<file path="config.mk">
export PLATFORM = sky130hd
export DESIGN_NAME = stdout_buffer
export DESIGN_NICKNAME = d
export VERILOG_FILES = /design/src/rtl/stdout_buffer.sv
export SDC_FILE = /design/constraint.sdc
export NUM_CORES = 1
export LEC_CHECK = 0
export BUFFER_PORTS_ARGS = -buffer_cell sky130_fd_sc_hd__buf_2
export CAP_MARGIN = 20
export CORE_MARGIN = 1
export CORE_UTILIZATION = 30
export DETAILED_ROUTE_END_ITERATION = 6
export MAX_ROUTING_LAYER = met4
export SETUP_SLACK_MARGIN = 0.15
export SLEW_MARGIN = 40
export SYNTH_ARGS = -nofsm -noshare
export SYNTH_HDL_FRONTEND = slang
export SYNTH_SLANG_ARGS = --single-unit
</file>
<file path="constraint.sdc">
create_clock -name clk -period 7.5 [get_ports clk]
set_input_delay 0.375 -clock clk [delete_from_list [all_inputs] [get_ports clk]]
set_output_delay 0.375 -clock clk [all_outputs]
set_load 0.005 [all_outputs]
</file>
<file path="src/rtl/stdout_buffer.sv">
// Byte FIFO plus transmit sequencer feeding uart_tx from the core's stdout strobe.
// Optional macro STDOUT_BUFFER_CRLF_EN expands each LF into a CR,LF pair on the wire.
module stdout_buffer #(
    parameter int DEPTH_LOG2 = 4
) (
    input  logic                  clk,
    input  logic                  reset,
    input  logic [7:0]            in_data,
    input  logic                  in_strobe,
    output logic [7:0]            tx_data,
    output logic                  tx_start,
    input  logic                  tx_ready,
    output logic                  empty,
    output logic                  full,
    output logic [DEPTH_LOG2:0]   level,
    output logic                  overflow
);

    localparam int DEPTH = 1 << DEPTH_LOG2;
    localparam logic [DEPTH_LOG2-1:0] PTR_ONE  = DEPTH_LOG2'(1);
    localparam logic [DEPTH_LOG2:0]   LVL_FULL = (DEPTH_LOG2 + 1)'(DEPTH);
    localparam logic [DEPTH_LOG2:0]   LVL_ZERO = (DEPTH_LOG2 + 1)'(0);

    typedef enum logic [1:0] {
        IDLE      = 2'd0,
        START     = 2'd1,
        WAIT_BUSY = 2'd2,
        WAIT_IDLE = 2'd3
    } state_t;

    logic [7:0]            r_mem [DEPTH];
    logic [DEPTH_LOG2-1:0] r_wr_ptr;
    logic [DEPTH_LOG2-1:0] r_rd_ptr;
    logic                  r_strobe_d;
    state_t                r_state;
`ifdef STDOUT_BUFFER_CRLF_EN
    logic                  r_cr_done;
`endif

    logic                  w_rise;
    logic                  w_send;
    logic                  w_pop;
    logic                  w_push;
    logic [7:0]            w_head;
    logic [7:0]            w_tx_byte;
    logic                  w_insert_cr;
    logic [DEPTH_LOG2:0]   w_level_nxt;

    // Push/pop decisions; a pop in the same edge frees the slot for a push into a full FIFO.
    always_comb begin
        w_rise      = in_strobe & ~r_strobe_d;
        w_head      = r_mem[r_rd_ptr];
        w_send      = (r_state == IDLE) && !empty && tx_ready;
`ifdef STDOUT_BUFFER_CRLF_EN
        w_insert_cr = (w_head == 8'h0A) && !r_cr_done;
`else
        w_insert_cr = 1'b0;
`endif
        w_tx_byte   = w_insert_cr ? 8'h0D : w_head;
        w_pop       = w_send && !w_insert_cr;
        w_push      = w_rise && (!full || w_pop);
        w_level_nxt = level + {{DEPTH_LOG2{1'b0}}, w_push} - {{DEPTH_LOG2{1'b0}}, w_pop};
    end

    // Byte storage; contents need no reset since occupancy is tracked separately.
    always_ff @(posedge clk) begin
        if (w_push) begin
            r_mem[r_wr_ptr] <= in_data;
        end
    end

    // Pointers, occupancy flags, strobe history and sticky overflow.
    always_ff @(posedge clk or posedge reset) begin
        if (reset) begin
            r_wr_ptr   <= '0;
            r_rd_ptr   <= '0;
            r_strobe_d <= 1'b0;
            level      <= LVL_ZERO;
            empty      <= 1'b1;
            full       <= 1'b0;
            overflow   <= 1'b0;
        end else begin
            r_strobe_d <= in_strobe;
            if (w_push) begin
                r_wr_ptr <= r_wr_ptr + PTR_ONE;
            end
            if (w_pop) begin
                r_rd_ptr <= r_rd_ptr + PTR_ONE;
            end
            level <= w_level_nxt;
            empty <= (w_level_nxt == LVL_ZERO);
            full  <= (w_level_nxt == LVL_FULL);
            if (w_rise && !w_push) begin
                overflow <= 1'b1;
            end
        end
    end

    // Transmit sequencer: load byte and pulse start, then follow uart_tx busy/idle.
    always_ff @(posedge clk or posedge reset) begin
        if (reset) begin
            r_state   <= IDLE;
            tx_data   <= 8'h00;
            tx_start  <= 1'b0;
`ifdef STDOUT_BUFFER_CRLF_EN
            r_cr_done <= 1'b0;
`endif
        end else begin
            case (r_state)
                IDLE: begin
                    tx_start <= 1'b0;
                    if (w_send) begin
                        tx_data   <= w_tx_byte;
                        tx_start  <= 1'b1;
                        r_state   <= START;
`ifdef STDOUT_BUFFER_CRLF_EN
                        r_cr_done <= w_insert_cr;
`endif
                    end
                end
                START: begin
                    tx_start <= 1'b0;
                    r_state  <= WAIT_BUSY;
                end
                WAIT_BUSY: begin
                    tx_start <= 1'b0;
                    if (!tx_ready) begin
                        r_state <= WAIT_IDLE;
                    end
                end
                WAIT_IDLE: begin
                    tx_start <= 1'b0;
                    if (tx_ready) begin
                        r_state <= IDLE;
                    end
                end
                default: begin
                    tx_start <= 1'b0;
                    r_state  <= IDLE;
                end
            endcase
        end
    end

endmodule

</file>
==> results.tsv <==
stage	metric	value	unit
detailed_routing	ant_nets	0	
setup_path	rr_worst_depth	13	
setup_path	slowest_stage	a21boi_2	
global_route	grt-ovfl-total	0	
timing	timing.fmax	281	MHz
die	die_h	147	um
cts	clk_path_buf_depth	2	
cts	cts_tree	yes	
place	dp_hpwl	7.55	mm
run	drv_cap	0	
final_layout	stdcell_area	7400	um2
cts	numCtsBuffers	17	
final_layout	nFillCells	1899	
yosys	synth_area	6310	um2
yosys	yosysTopAreaCell	edfxtp_1	
final_layout	multi_input_area	1630	um2
setup_path	cp_data_required_time	7.83	ns
global_route	grt_max_degree	39	
yosys	synth.area.top_cells	edfxtp_1 61%, dfrtp_1 11%, mux4_2 7.5%	
timing	setup_viol	0	
cts	root_buffer	clkbuf_16	
detailed_routing	viasPerCell	4.66	
setup_path	max_stage_delay	0.54	ns
detailed_routing	drc_errors	0	
global_route	track_usage	12.1	%
pwr	powerDensity	373	nW/um2
timing	timing.final.crit_share	47.5	%
yosys	syn_inst	342	
yosys	yosysWarnings	0	
pwr	p_total	0.00276	W
die	fp.dieArea	21600	um2
pwr	p_leak	2.58	nW
detailed_routing	vias	3092	
global_route	grt_pass1_wl	18.2	mm
timing	tightest_slew	0.692	ns
timing	drv_slew	0	
cts	cts_resized	0	
cts	hold_buffers	0	
final_layout	postLayoutCoreUtil	36.2	%
place	io_buffers	28	
pwr	peakVddDrop	145	uV
detailed_routing	routedWlPerCell	18.0	um
die	core_area	20400	um2
setup_path	start_kind	flop	
setup_path	r2r_slack	3.94	ns
cts	post_cts_buffers	0	
min_path	hp-class	input port to asynchronous set/reset pin	
die	rows	52	
yosys	synth_edf_count	128	
yosys	yosysMostFrequentCell	edfxtp_1	
timing	rsz0062_at_grt	false	
yosys	synth_nets	369	
final_layout	nNetsFinal	407	
yosys	synth_cell_types	42	
setup_path	endpoint_kind	flop	
place	place_inst	631	
yosys	synth_top_area_share	60.9	%
cts	clock-sinks	156	
timing	tns	0	ns
timing	fin_skew	0.0104	ns
yosys	async_reset_ff_share	17.9	%
setup_path	crit_family	adder cells	
yosys	syn_area_per_cell	18.4	um2
detailed_routing	drt-total-wl	11.9	mm
final_layout	register_area	4550	um2
die	die_w	147	um
setup_path	crit_chain	inv_1 > ha_1 > nand3b_1 > a21boi_2 > inv_1 > ha_1 > inv_1 > ha_1 > fa_1 > a21o_1 > a21oi_1 > xnor2_1 > nor3b_1	
setup_path	crit_type	flop to flop	
die	ios	29	
die	start_util	30.9	%
setup_path	reg2reg_to	full	
setup_path	worstReg2RegStart	r_state[0]	
final_layout	synthToLayoutAreaGrowth	17.3	%
yosys	ys_top_cells_by_count	128 x edfxtp_1, 27 x dfrtp_1, 21 x mux4_2	
global_route	antenna_found_initial	1	
timing	slew_headroom	53.8	%
place	gp_congestion	0.748	
global_route	grt_pass1_vias	3240	
setup_path	worstPathArrival	3.89	ns
yosys	synth-main-ff-cell	edfxtp_1	
setup_path	crit_fanout	15	
detailed_routing	firstDrtPassIters	4	
detailed_routing	drt-initial-drc-count	211	
final_layout	instances_no_fill	664	
setup_path	cp.buffers_inverters	3	
cts	clkTransAtPathRegs	0.06	ns
run_status	status	finished clean	
final_layout	drive_above_1_share	28.2	%
timing	period_needed	3.56	ns
cts	htreeDepth	4	
place	placed_cell_area	6760	um2
yosys	ys_seq_area_share	72.1	%
yosys	ys_ff_latch	156	
cts	clk_latency	0.42	ns
timing	final_hold_viol_count	0	
==> worst register-to-register path, stage by stage, from the launching register on <==
cell and delay [ns]:
dfrtp_1 0.39, inv_1 0.12, ha_1 0.19, nand3b_1 0.47
a21boi_2 0.54, inv_1 0.08, ha_1 0.28, inv_1 0.04
ha_1 0.20, fa_1 0.41, a21o_1 0.20, a21oi_1 0.17
xnor2_1 0.17, nor3b_1 0.21
==> final cells by class <==
class,instances,area share [%]
flip-flops and latches,156,61.5
multi-input cells,156,22.1
clock buffers,20,5.90
well taps,270,4.57
clock inverters,12,2.62
repair buffers,35,2.60
inverters,14,0.710
diodes,1,0.0338
==> per-stage QoR <==
step	hold WS, ns	worst slack [ns]
2_1_floorplan	0.406	4.67
3_3_place_gp	0.455	4.09
3_5_place_dp	0.459	3.93
4_1_cts	0.0382	3.89
5_1_grt	0.0735	3.62
6_report	0.0355	3.94
==> power by group <==
part / switching, W / leakage (nW) / internal, W
registers: 0.0000695 / 1.49 / 0.00105
logic: 0.000385 / 0.783 / 0.000340
clock network: 0.000325 / 0.304 / 0.000589
total: 0.000780 / 2.58 / 0.00198
==> cells by family after synthesis <==
group / Yosys count / synth area share, %
AO/OA/AOI/OAI: 35 / 3.65
XOR/XNOR: 10 / 1.39
adder cells (fa/ha/maj): 15 / 3.09
buffers and inverters: 30 / 2.50
flip-flops: 156 / 72.1
multiplexers: 43 / 13.2
AND/OR/NAND/NOR: 53 / 4.09
==> worst max-delay path by stage <==
stage,start,cells past startpoint,to
final,r_state[0],13,full
after global placement,r_state[0],13,full
after floorplan,r_state[0],13,full
after detailed placement,r_state[0],13,full
after global routing,r_state[0],13,full
after CTS,r_state[0],13,full
==> metal layers <==
layer	up-vias	GRT usage [%]	routed length, um
li1	1410	-	-
met1	1598	14.1	5220
met2	73	19.7	6030
met3	11	3.60	537
met4	0	4.64	136
met5	-	-	0
==> flip-flops by register name (all words and copies together), names as in the netlist <==
name and flops:
tx_start 1, empty 1, tx_data 8, full 1, r_wr_ptr 4, r_rd_ptr 4, r_state 2, overflow 1
level 5, r_strobe_d 1, r_mem 128
==> cells in the final DEF (no fill, tap or decap), drive strengths merged, types with 8 or more instances in the layout <==
master  instances
inv            15
edfxtp        128
o21ai          17
dfrtp          27
nor2b           8
mux2            8
xnor2           9
nand2          12
ha             14
mux4           29
clkbuf         20
buf            35
nor2           16
No activity file was read; power rests on OpenSTA's default activity.
